<file path="src/rtl/bat_register_bank_if.sv">
// Bus/handshake bundle between the microsequencer side and bat_register_bank.
// Carries per-register control vectors, shared data bus, ALU taps, OUT drain stream and sticky flags.
// master = sequencer/test side (drives controls and bus), slave = register bank.
interface bat_register_bank_if #(
    parameter int WIDTH = 8,
    parameter int NREGS = 8
);
    logic [NREGS-1:0] REGS_INC;
    logic [NREGS-1:0] REGS_RW;
    logic [NREGS-1:0] REGS_EN;
    logic [WIDTH-1:0] BUS_IN;
    logic [WIDTH-1:0] BUS_OUT;
    logic             BUS_DRIVE;
    logic [WIDTH-1:0] REG_A;
    logic [WIDTH-1:0] REG_B;
    logic [WIDTH-1:0] OUT_DATA;
    logic             OUT_VALID;
    logic             OUT_READY;
    logic             CLR_FLAGS;
    logic             BUS_CONFLICT;
    logic             OUT_OVERFLOW;

    modport master (
        output REGS_INC, REGS_RW, REGS_EN, BUS_IN, OUT_READY, CLR_FLAGS,
        input  BUS_OUT, BUS_DRIVE, REG_A, REG_B, OUT_DATA, OUT_VALID,
               BUS_CONFLICT, OUT_OVERFLOW
    );

    modport slave (
        input  REGS_INC, REGS_RW, REGS_EN, BUS_IN, OUT_READY, CLR_FLAGS,
        output BUS_OUT, BUS_DRIVE, REG_A, REG_B, OUT_DATA, OUT_VALID,
               BUS_CONFLICT, OUT_OVERFLOW
    );
endinterface

</file>
<file path="src/rtl/bat_register_bank.sv">
// Register bank of NREGS WIDTH-bit registers driven by per-register INC/RW/EN vectors; OUT commits are queued.
// Latency: bus read is combinational; loads/increments visible next cycle; OUT FIFO head appears one cycle after commit.
// Backpressure: OUT_READY low stalls the drain; a commit into a full, non-draining FIFO is dropped and flagged.
//
// Ports: CLK/RST (async active-high); bank (slave modport) carries REGS_INC/REGS_RW/REGS_EN, BUS_IN,
// BUS_OUT/BUS_DRIVE, REG_A/REG_B, OUT_DATA/OUT_VALID/OUT_READY, CLR_FLAGS, BUS_CONFLICT, OUT_OVERFLOW.

// Generic synchronous first-word-fall-through FIFO.
// A push into a full FIFO is accepted only when a pop happens in the same cycle.
// pop_dat holds the last popped word while empty.
module fifo_sync #(
    parameter int WIDTH = 8,
    parameter int DEPTH = 4
) (
    input  logic             clk,
    input  logic             rst,
    input  logic             push,
    input  logic [WIDTH-1:0] push_dat,
    input  logic             pop,
    output logic [WIDTH-1:0] pop_dat,
    output logic             empty,
    output logic             full
);
    localparam int PTR_W = $clog2(DEPTH);
    localparam int CNT_W = PTR_W + 1;

    logic [WIDTH-1:0] mem [DEPTH];
    logic [PTR_W-1:0] wr_ptr;
    logic [PTR_W-1:0] rd_ptr;
    logic [CNT_W-1:0] count;
    logic [WIDTH-1:0] last_dat;
    logic             wr_en;
    logic             rd_en;

    assign empty = (count == '0);
    assign full  = (count == CNT_W'(DEPTH));
    assign rd_en = pop & ~empty;
    // A full FIFO frees a slot in the same cycle it is popped, so push+pop on full is accepted.
    assign wr_en = push & (~full | rd_en);

    assign pop_dat = empty ? last_dat : mem[rd_ptr];

    // Storage needs no reset: entries are only observed after being written.
    always_ff @(posedge clk) begin
        if (wr_en) begin
            mem[wr_ptr] <= push_dat;
        end
    end

    always_ff @(posedge clk or posedge rst) begin
        if (rst) begin
            wr_ptr   <= '0;
            rd_ptr   <= '0;
            count    <= '0;
            last_dat <= '0;
        end else begin
            if (wr_en) begin
                wr_ptr <= wr_ptr + PTR_W'(1);
            end
            if (rd_en) begin
                rd_ptr   <= rd_ptr + PTR_W'(1);
                last_dat <= mem[rd_ptr];
            end
            case ({wr_en, rd_en})
                2'b10:   count <= count + CNT_W'(1);
                2'b01:   count <= count - CNT_W'(1);
                default: count <= count;
            endcase
        end
    end
endmodule

module bat_register_bank #(
    parameter int WIDTH     = 8,
    parameter int NREGS     = 8,
    parameter int OUT_DEPTH = 4
) (
    input  logic                 CLK,
    input  logic                 RST,
    bat_register_bank_if.slave   bank
);
    localparam int OUT_IDX = NREGS - 1;

    logic [WIDTH-1:0] regs [NREGS];

    logic [NREGS-1:0] read;
    logic [NREGS-1:0] load;
    logic [NREGS-1:0] inc;

    logic [WIDTH-1:0] bus_out;
    logic             multi_read;
    logic             conflict_set;

    logic             out_push;
    logic [WIDTH-1:0] out_push_dat;
    logic             out_pop;
    logic             out_empty;
    logic             out_full;
    logic             overflow_set;

    logic             conflict_q;
    logic             overflow_q;

    // Per-register decode. Increment only applies when the register is not on the bus,
    // so a register never sees both load and increment in the same cycle.
    assign read = bank.REGS_EN & bank.REGS_RW;
    assign load = bank.REGS_EN & ~bank.REGS_RW;
    assign inc  = bank.REGS_INC & ~bank.REGS_EN;

    // Lowest-index reader wins: scan from the top so lower indices overwrite.
    always_comb begin
        bus_out = '0;
        for (int i = NREGS - 1; i >= 0; i--) begin
            if (read[i]) begin
                bus_out = regs[i];
            end
        end
    end

    // x & (x-1) clears the lowest set bit; anything left means two or more readers.
    assign multi_read   = |(read & (read - NREGS'(1)));
    assign conflict_set = multi_read | (|(bank.REGS_INC & load));

    always_ff @(posedge CLK or posedge RST) begin
        if (RST) begin
            for (int i = 0; i < NREGS; i++) begin
                regs[i] <= '0;
            end
        end else begin
            for (int i = 0; i < NREGS; i++) begin
                if (load[i]) begin
                    regs[i] <= bank.BUS_IN;
                end else if (inc[i]) begin
                    regs[i] <= regs[i] + WIDTH'(1);
                end
            end
        end
    end

    // OUT register commits push the post-update value into the drain queue.
    assign out_push     = load[OUT_IDX] | inc[OUT_IDX];
    assign out_push_dat = load[OUT_IDX] ? bank.BUS_IN : (regs[OUT_IDX] + WIDTH'(1));
    assign out_pop      = ~out_empty & bank.OUT_READY;
    assign overflow_set = out_push & out_full & ~out_pop;

    fifo_sync #(
        .WIDTH (WIDTH),
        .DEPTH (OUT_DEPTH)
    ) u_out_fifo (
        .clk      (CLK),
        .rst      (RST),
        .push     (out_push),
        .push_dat (out_push_dat),
        .pop      (out_pop),
        .pop_dat  (bank.OUT_DATA),
        .empty    (out_empty),
        .full     (out_full)
    );

    // Sticky flags: a set condition in the same cycle as a clear takes priority.
    always_ff @(posedge CLK or posedge RST) begin
        if (RST) begin
            conflict_q <= 1'b0;
            overflow_q <= 1'b0;
        end else begin
            if (conflict_set) begin
                conflict_q <= 1'b1;
            end else if (bank.CLR_FLAGS) begin
                conflict_q <= 1'b0;
            end
            if (overflow_set) begin
                overflow_q <= 1'b1;
            end else if (bank.CLR_FLAGS) begin
                overflow_q <= 1'b0;
            end
        end
    end

    assign bank.BUS_OUT      = bus_out;
    assign bank.BUS_DRIVE    = |read;
    assign bank.REG_A        = regs[0];
    assign bank.REG_B        = regs[1];
    assign bank.OUT_VALID    = ~out_empty;
    assign bank.BUS_CONFLICT = conflict_q;
    assign bank.OUT_OVERFLOW = overflow_q;
endmodule

</file>
<file path="src/flat_wrapper.sv">
// flat-port wrapper written by rule: the top's interface ports become plain ports
module bat_register_bank_flat 
#(
    parameter int WIDTH     = 8,
    parameter int NREGS     = 8,
    parameter int OUT_DEPTH = 4
)
  (CLK, RST, bank_REGS_INC, bank_REGS_RW, bank_REGS_EN, bank_BUS_IN, bank_OUT_READY, bank_CLR_FLAGS, bank_BUS_OUT, bank_BUS_DRIVE, bank_REG_A, bank_REG_B, bank_OUT_DATA, bank_OUT_VALID, bank_BUS_CONFLICT, bank_OUT_OVERFLOW);
  bat_register_bank_if #(.WIDTH(WIDTH), .NREGS(NREGS)) bank_i ();
  input  logic CLK;
  input  logic RST;
  input wire logic [$bits(bank_i.REGS_INC)-1:0] bank_REGS_INC;
  input wire logic [$bits(bank_i.REGS_RW)-1:0] bank_REGS_RW;
  input wire logic [$bits(bank_i.REGS_EN)-1:0] bank_REGS_EN;
  input wire logic [$bits(bank_i.BUS_IN)-1:0] bank_BUS_IN;
  input wire logic [$bits(bank_i.OUT_READY)-1:0] bank_OUT_READY;
  input wire logic [$bits(bank_i.CLR_FLAGS)-1:0] bank_CLR_FLAGS;
  output wire logic [$bits(bank_i.BUS_OUT)-1:0] bank_BUS_OUT;
  output wire logic [$bits(bank_i.BUS_DRIVE)-1:0] bank_BUS_DRIVE;
  output wire logic [$bits(bank_i.REG_A)-1:0] bank_REG_A;
  output wire logic [$bits(bank_i.REG_B)-1:0] bank_REG_B;
  output wire logic [$bits(bank_i.OUT_DATA)-1:0] bank_OUT_DATA;
  output wire logic [$bits(bank_i.OUT_VALID)-1:0] bank_OUT_VALID;
  output wire logic [$bits(bank_i.BUS_CONFLICT)-1:0] bank_BUS_CONFLICT;
  output wire logic [$bits(bank_i.OUT_OVERFLOW)-1:0] bank_OUT_OVERFLOW;
  assign bank_i.REGS_INC = bank_REGS_INC;
  assign bank_i.REGS_RW = bank_REGS_RW;
  assign bank_i.REGS_EN = bank_REGS_EN;
  assign bank_i.BUS_IN = bank_BUS_IN;
  assign bank_i.OUT_READY = bank_OUT_READY;
  assign bank_i.CLR_FLAGS = bank_CLR_FLAGS;
  assign bank_BUS_OUT = bank_i.BUS_OUT;
  assign bank_BUS_DRIVE = bank_i.BUS_DRIVE;
  assign bank_REG_A = bank_i.REG_A;
  assign bank_REG_B = bank_i.REG_B;
  assign bank_OUT_DATA = bank_i.OUT_DATA;
  assign bank_OUT_VALID = bank_i.OUT_VALID;
  assign bank_BUS_CONFLICT = bank_i.BUS_CONFLICT;
  assign bank_OUT_OVERFLOW = bank_i.OUT_OVERFLOW;
  bat_register_bank #(.WIDTH(WIDTH), .NREGS(NREGS), .OUT_DEPTH(OUT_DEPTH)) u_core (.CLK(CLK), .RST(RST), .bank(bank_i));
endmodule
</file>
<file path="config.mk">
export PLATFORM = sky130hd
export DESIGN_NAME = bat_register_bank_flat
export DESIGN_NICKNAME = d
export VERILOG_FILES = /design/src/rtl/bat_register_bank_if.sv /design/src/rtl/bat_register_bank.sv /design/src/flat_wrapper.sv
export SDC_FILE = /design/constraint.sdc
export NUM_CORES = 1
export LEC_CHECK = 0
export CAP_MARGIN = 10
export CORE_ASPECT_RATIO = 1.4
export CORE_MARGIN = 3
export CORE_UTILIZATION = 59
export CTS_BUF_LIST = sky130_fd_sc_hd__clkbuf_8
export CTS_CLUSTER_DIAMETER = 40
export DETAILED_ROUTE_END_ITERATION = 10
export HOLD_SLACK_MARGIN = 0.12
export PLACE_DENSITY = 0.88
export SETUP_SLACK_MARGIN = 0.2
export SYNTH_ARGS = -nofsm -noshare
export SYNTH_HDL_FRONTEND = slang
export SYNTH_SLANG_ARGS = --single-unit
</file>
<file path="constraint.sdc">
create_clock -name CLK -period 3.01 [get_ports CLK]
set_input_delay 0.301 -clock CLK [delete_from_list [all_inputs] [get_ports CLK]]
set_output_delay 0.301 -clock CLK [all_outputs]
set_load 0.1 [all_outputs]
</file>
# --- After elaboration in Yosys (flattened, before gate mapping) ---
# Memory sizes are Yosys's and may differ from the RTL's.
# Index checks and enable logic that the tools add are counted.
op_classes:
  n_addsub: 13
  n_eq_ne: 3
  n_mux: 32
  bitwise_logic: 18
  reduce_logical: 15
op_table:
  columns: ["op", "count"]
  rows:
  - ["8-bit two-way mux", 26]
  - ["8-bit by 1-bit adder with 8-bit output (second input constant)", 8]
  - ["8-bit bitwise AND", 5]
  - ["8-bit OR reduction", 3]
  - ["2-bit nonzero test", 11]
  - ["8-bit NOT", 2]
  - ["8-bit by 1-bit subtractor with 8-bit output (second input constant)", 1]
  - ["3-bit one-hot mux with 2 select lines", 1]
  - ["1-bit bitwise AND", 5]
  - ["1-bit two-way mux", 5]
  - ["2-bit by 1-bit adder with 2-bit output (second input constant)", 2]
  - ["3-bit by 1-bit adder with 3-bit output (second input constant)", 1]
  - ["3-bit equality test (second input constant)", 1]
  - ["3-bit logical NOT", 1]
  - ["1-bit NOT", 3]
  - ["1-bit OR", 3]
  - ["3-bit by 1-bit subtractor with 3-bit output (second input constant)", 1]
  - ["2-bit by 1-bit equality test with 1-bit output (second input constant)", 1]
  - ["2-bit equality test (second input constant)", 1]
word_totals:
  regBits: 81
  ram_bits: 32
  output_inout_bits: 36
  mem_count: 1
memory_table:
  columns: ["name", "words", "width", "rd", "rd_ports_with_merged_regs", "write_ports", "line_no", "rtl"]
  rows:
  - ["u_core.u_out_fifo.mem", 4, 8, 1, 0, 1, "bat_register_bank.sv:27", "logic [WIDTH-1:0] mem [DEPTH];"]

# --- Longest topological paths before layout ---
depth:
  word_depth: 9
  ltp_mapped: 9
  ltp_nobuf: 8

# --- Hierarchy ---
# Synthesis repeated with hierarchy kept, for this count alone.
hier_totals:
  hier_cells: 660
  hier_area_um2: 6643.9
modules_own_cells:
  columns: ["mod", "n_inst", "cells_per_inst", "area_each_um2"]
  rows:
  - ["bat_register_bank", 1, 537, 4560.6]
  - ["fifo_sync", 1, 123, 2083.2]

# --- Least setup slack after synthesis ---
# No wires, ideal clock.
synth_timing:
  path_type: "input to output"
  from: "input bank_REGS_EN[6]"
  to: "output bank_BUS_OUT[0]"
  arrival_ns: 3.252
  t_required_ns: 2.709
  path_slack_ns: -0.543
  cell_stages: 6
  n_path_buf: 2
  path_cell_list: "buf_2 -> buf_2 -> nand2_1 -> a31oi_1 -> o31a_1 -> o21ai_0"
synth_via:
  elab_chain_len: 8
synth_lines:
  columns: ["item", "line_no", "rtl"]
  rows:
  - ["from (decl)", "flat_wrapper.sv:14", "input wire logic [$bits(bank_i.REGS_EN)-1:0] bank_REGS_EN;"]
  - ["8-bit bitwise AND", "bat_register_bank.sv:106", "assign read = bank.REGS_EN & bank.REGS_RW;"]
  - ["8-bit two-way mux (7 in series)", "bat_register_bank.sv:114", "if (read[i]) begin"]
  - ["to (decl)", "flat_wrapper.sv:18", "output wire logic [$bits(bank_i.BUS_OUT)-1:0] bank_BUS_OUT;"]
# No other way between the ends.

# --- Worst setup path after layout ---
layout_timing:
  from: "input bank_REGS_RW[1]"
  to: "output bank_BUS_OUT[2]"
layout_via:
  elab_chain_len: 3
layout_lines:
  columns: ["item", "line_no", "rtl"]
  rows:
  - ["from (decl)", "flat_wrapper.sv:13", "input wire logic [$bits(bank_i.REGS_RW)-1:0] bank_REGS_RW;"]
  - ["8-bit bitwise AND", "bat_register_bank.sv:106", null]
  - ["8-bit two-way mux (2 in series)", "bat_register_bank.sv:114", null]
# No other way between the ends.

==> impl_results.md <==
* Critical R2R Capture: u_core.u_out_fifo.count[2]
* Compound-gate portion of the synthesized area at 18.11%
* Synth Area in Adders at 2.681%
* Die Area at 12730 µm²
* Initial core utilization at 61.22%
* PD cells at 871.5 nW/µm²
* Worst setup path startpoint: bank_REGS_RW[1]
* Combinational Power Share at 44.1%
* GR Util All Layers at 30.78%
* Switch share at 46.05%
* Die W at 96.21 µm
* Mapped Area at 6721 µm²
* Num CTS Buffers at 17
* Cell internal pwr at 0.003675 W
* Min-Delay Path Class: in -> async
* DRT Wirelength at 18.70 mm
* EDFF count, synth at 32
* Mean post-synth cell area at 10.15 µm²
* GRT busiest layer: met2
* Area growth from synthesis to layout at 16.31%
* Max-cap violations at 0
* Synth Register Bits at 113
* Minimum clock period at 2641 ps
* Reg2Reg Setup Slack at 650 ps
* Vias/cell at 6.460
* Relative slew slack at 50.79%
* Clock latency on the worst-skew pair at 440 ps
* Share of cells above drive strength 1 at 17.20%
* Fillers at 791
* # IOs at 72
* Crit Path Class: in -> out
* Worst VDD drop at 0.4913 mV
* CTS tree: built
* Routed Antenna Nets at 0
* Via count at 5575
* Pins Over Slew Limit at 0
* Postcts setup bufs at 0
* Via count of the first global-routing pass at 5653
* Residual DRC at 0
* Syn nets at 711
* P_leak at 3.048 nW
* Largest net degree at the start of global routing at 25
* Startpoint types: input pin
* Total Neg Setup Slack at 0 ps
* Clk pwr share at 19.3%
* Clock Tree Root: clkbuf_8
* RR Startpoint: u_core.u_out_fifo.count[2]
* Post-synthesis xor/xnor area fraction at 6.124%
* Clock tree buffer depth at 2
* Least-Margin Pin Slew at 734.2 ps
* Initial antenna violation count at 1
* Half-perimeter wire length after placement at 13.97 mm
* CTS sink cnt at 113
* FFs w/ async S/R, synth at 71.68%
* Crit path required time at 2710 ps
* Status: complete, no violations
* Post-CTS Resized at 0
* Fmax at 378.7 MHz
* Fin nets at 757
* Setup Skew at 11.41 ps
* Final Util at 71.20%
* DR WL/cell at 21.67 µm
* Area contributors post-synth: dfrtp_1 30%, edfxtp_1 14%, xor2_1 4.3%, nand2_1 3.6%, o21ai_0 3.6%
* GR Overflow Total at 0
* Crit-path max FO at 11
* Largest family of logic cells by synthesized area: compound AO/OA/AOI/OAI gates
* Placer Congestion at 0.9688
* PortBufs at 71
* GRT met3 Usage at 5.825%
* Power, Total at 0.006813 W
* Post-Synth Simple-Gate Area at 14.80%
* Mapped Cells at 662
* Synth Flop Type: dfrtp_1
* Sequential area share after synthesis at 44.45%
* First-pass GRT wire length at 29.53 mm
* Top-area cell type share of the netlist area at 30.16%
* P_sw at 0.003137 W
* RSZ-0062 raised after global routing: no
* M1 GR Usage at 35.31%
* Sequential power share at 36.6%
* Depth of the most critical reg-to-reg path at 8
* Critical Path End: bank_BUS_OUT[2]
* Critical path arrival at 2340 ps
* Fin crit share at 87.73%
* Die span in y at 132.3 µm
* Std cell rows at 45
* CORE AREA at 10980 µm²
* First-pass detailed-route iteration total at 5
* Worst Setup End Kind: primary output
* DRT iter0 DRCs at 542
* H-tree Lvls at 4
* Synth unique cells at 63
* Setup violators final at 0
* Yosys top cell by area: dfrtp_1
* CTS clk-pin slew, worst paths at 70 ps
* Post-cts hold buffer count at 0
* Post-synthesis mux area share at 8.060%
* Synth warn at 0
* Fin. Hold Viols at 0
* Met2 Resource Use GR at 52.63%
==> sequential cells by signal (all words and copies together), names as in the netlist <==
register / count
u_core.u_out_fifo.count: 3
u_core.u_out_fifo.wr_ptr: 2
u_core.regs: 48
u_core.u_out_fifo.rd_ptr: 2
u_core.u_out_fifo.last_dat: 8
u_core.bank.BUS_CONFLICT: 1
u_core.u_out_fifo.mem: 32
u_core.bank.REG_B: 8
u_core.bank.REG_A: 8
u_core.bank.OUT_OVERFLOW: 1
==> stage by stage <==
step | setup WS (ps) | instances | hold slack, ps | cell area (µm²)
CTS | 354.6 | 862 | 152.2 | 7804
global route | 238.2 | 863 | 189.6 | 7818
detailed placement | 365.5 | 830 | 464.6 | 7443
finish | 369.3 | 863 | 152.9 | 7818
global placement | 413.0 | 830 | 453.0 | 7443
floorplan | 211.8 | 662 | 440.1 | 6721
==> cell usage after synthesis (3+ instances only) <==
| library cell | n |
|---|---|
| inv_1 | 15 |
| xor2_1 | 33 |
| a22oi_1 | 9 |
| a211oi_1 | 9 |
| xnor2_1 | 14 |
| o221ai_1 | 7 |
| and2_1 | 11 |
| mux2i_1 | 11 |
| dfrtp_1 | 81 |
| a32oi_1 | 3 |
| nand3b_1 | 5 |
| ha_1 | 12 |
| o31a_1 | 7 |
| nand2_1 | 65 |
| a31oi_1 | 19 |
| nand3_1 | 13 |
| nor2_1 | 26 |
| nand4_1 | 20 |
| mux2_2 | 21 |
| mux4_2 | 8 |
| nor3_1 | 6 |
| and3_1 | 10 |
| or3_1 | 3 |
| clkbuf_1 | 23 |
| buf_2 | 15 |
| o22ai_1 | 7 |
| buf_1 | 6 |
| o21ai_1 | 4 |
| buf_4 | 16 |
| a21oi_1 | 24 |
| nor2b_1 | 20 |
| a32o_1 | 15 |
| edfxtp_1 | 32 |
| o211ai_1 | 3 |
| nand2b_1 | 3 |
| o21ai_0 | 48 |
| o21a_1 | 4 |
==> routing by layer <==
metal | wire length (µm) | share of wire, % | vias to the layer above
li1 | - | - | 2529
met1 | 6826 | 36 | 2743
met5 | 0 | 0 | -
met4 | 858 | 4.6 | 0
met3 | 1127 | 6.0 | 57
met2 | 9890 | 53 | 246
==> final cells by class <==
class / count / area [µm²] / share of cell area (%)
well taps: 141 / 176.4 / 2.257
diodes: 1 / 2.502 / 0.03201
inverters: 15 / 57.56 / 0.7362
clock buffers: 19 / 261.5 / 3.345
multi-input cells: 471 / 3354 / 42.91
clock inverters: 13 / 98.84 / 1.264
repair buffers: 90 / 878.3 / 11.24
flip-flops and latches: 113 / 2988 / 38.22
==> placed cells by master, fill, tap and decap left out, drive strengths merged, types with 11 or more instances in the layout <==
master / n
a21oi: 25
a31oi: 19
a32o: 15
and2: 11
buf: 55
clkbuf: 19
clkdlybuf4s50: 34
dfrtp: 81
edfxtp: 32
ha: 12
inv: 17
mux2: 22
mux2i: 11
nand2: 65
nand3: 13
nand4: 20
nor2: 27
nor2b: 20
o21ai: 52
xnor2: 14
xor2: 33
==> power by group through the flow <==
stage	clock network, W	logic, W	registers [W]
after floorplan	0	0.00242	0.00231
after global placement	0	0.00288	0.00247
after detailed placement	0	0.00300	0.00250
after CTS	0.00133	0.00302	0.00248
after global routing	0.00140	0.00318	0.00254
final	0.00131	0.00300	0.00250
==> kinds of logic (layout without fill, tap and decap cells) <==
logic type / Yosys count / after routing
and+or+nand+nor: 192 / 192
muxes: 41 / 41
AOI/OAI and AO/OA: 177 / 177
DFF: 113 / 113
adders and majority gates: 14 / 14
other: 0 / 1
buffers and inverters: 78 / 137
xor gates and xnor gates: 47 / 47
==> critical path, stage by stage <==
cell and delay [ps]:
clkdlybuf4s50_1 650, nand2_1 290, nor2_1 480, a22oi_1 190
o21ai_1 210, buf_12 220
==> how the worst min path moves through the flow <==
stage | endpoint | start | slack (ps) | cells after the start
6_report | u_core.regs[11] | RST | 150 | 2
5_1_grt | u_core.regs[4] | RST | 190 | 2
4_1_cts | u_core.regs[11] | RST | 150 | 2
3_5_place_dp | u_core.u_out_fifo.last_dat[7] | u_core.u_out_fifo.last_dat[7] | 460 | 2
3_3_place_gp | u_core.u_out_fifo.last_dat[7] | u_core.u_out_fifo.last_dat[7] | 450 | 2
2_1_floorplan | u_core.u_out_fifo.last_dat[7] | u_core.u_out_fifo.last_dat[7] | 440 | 2
Note: power is estimated with default switching activity, not from simulation.
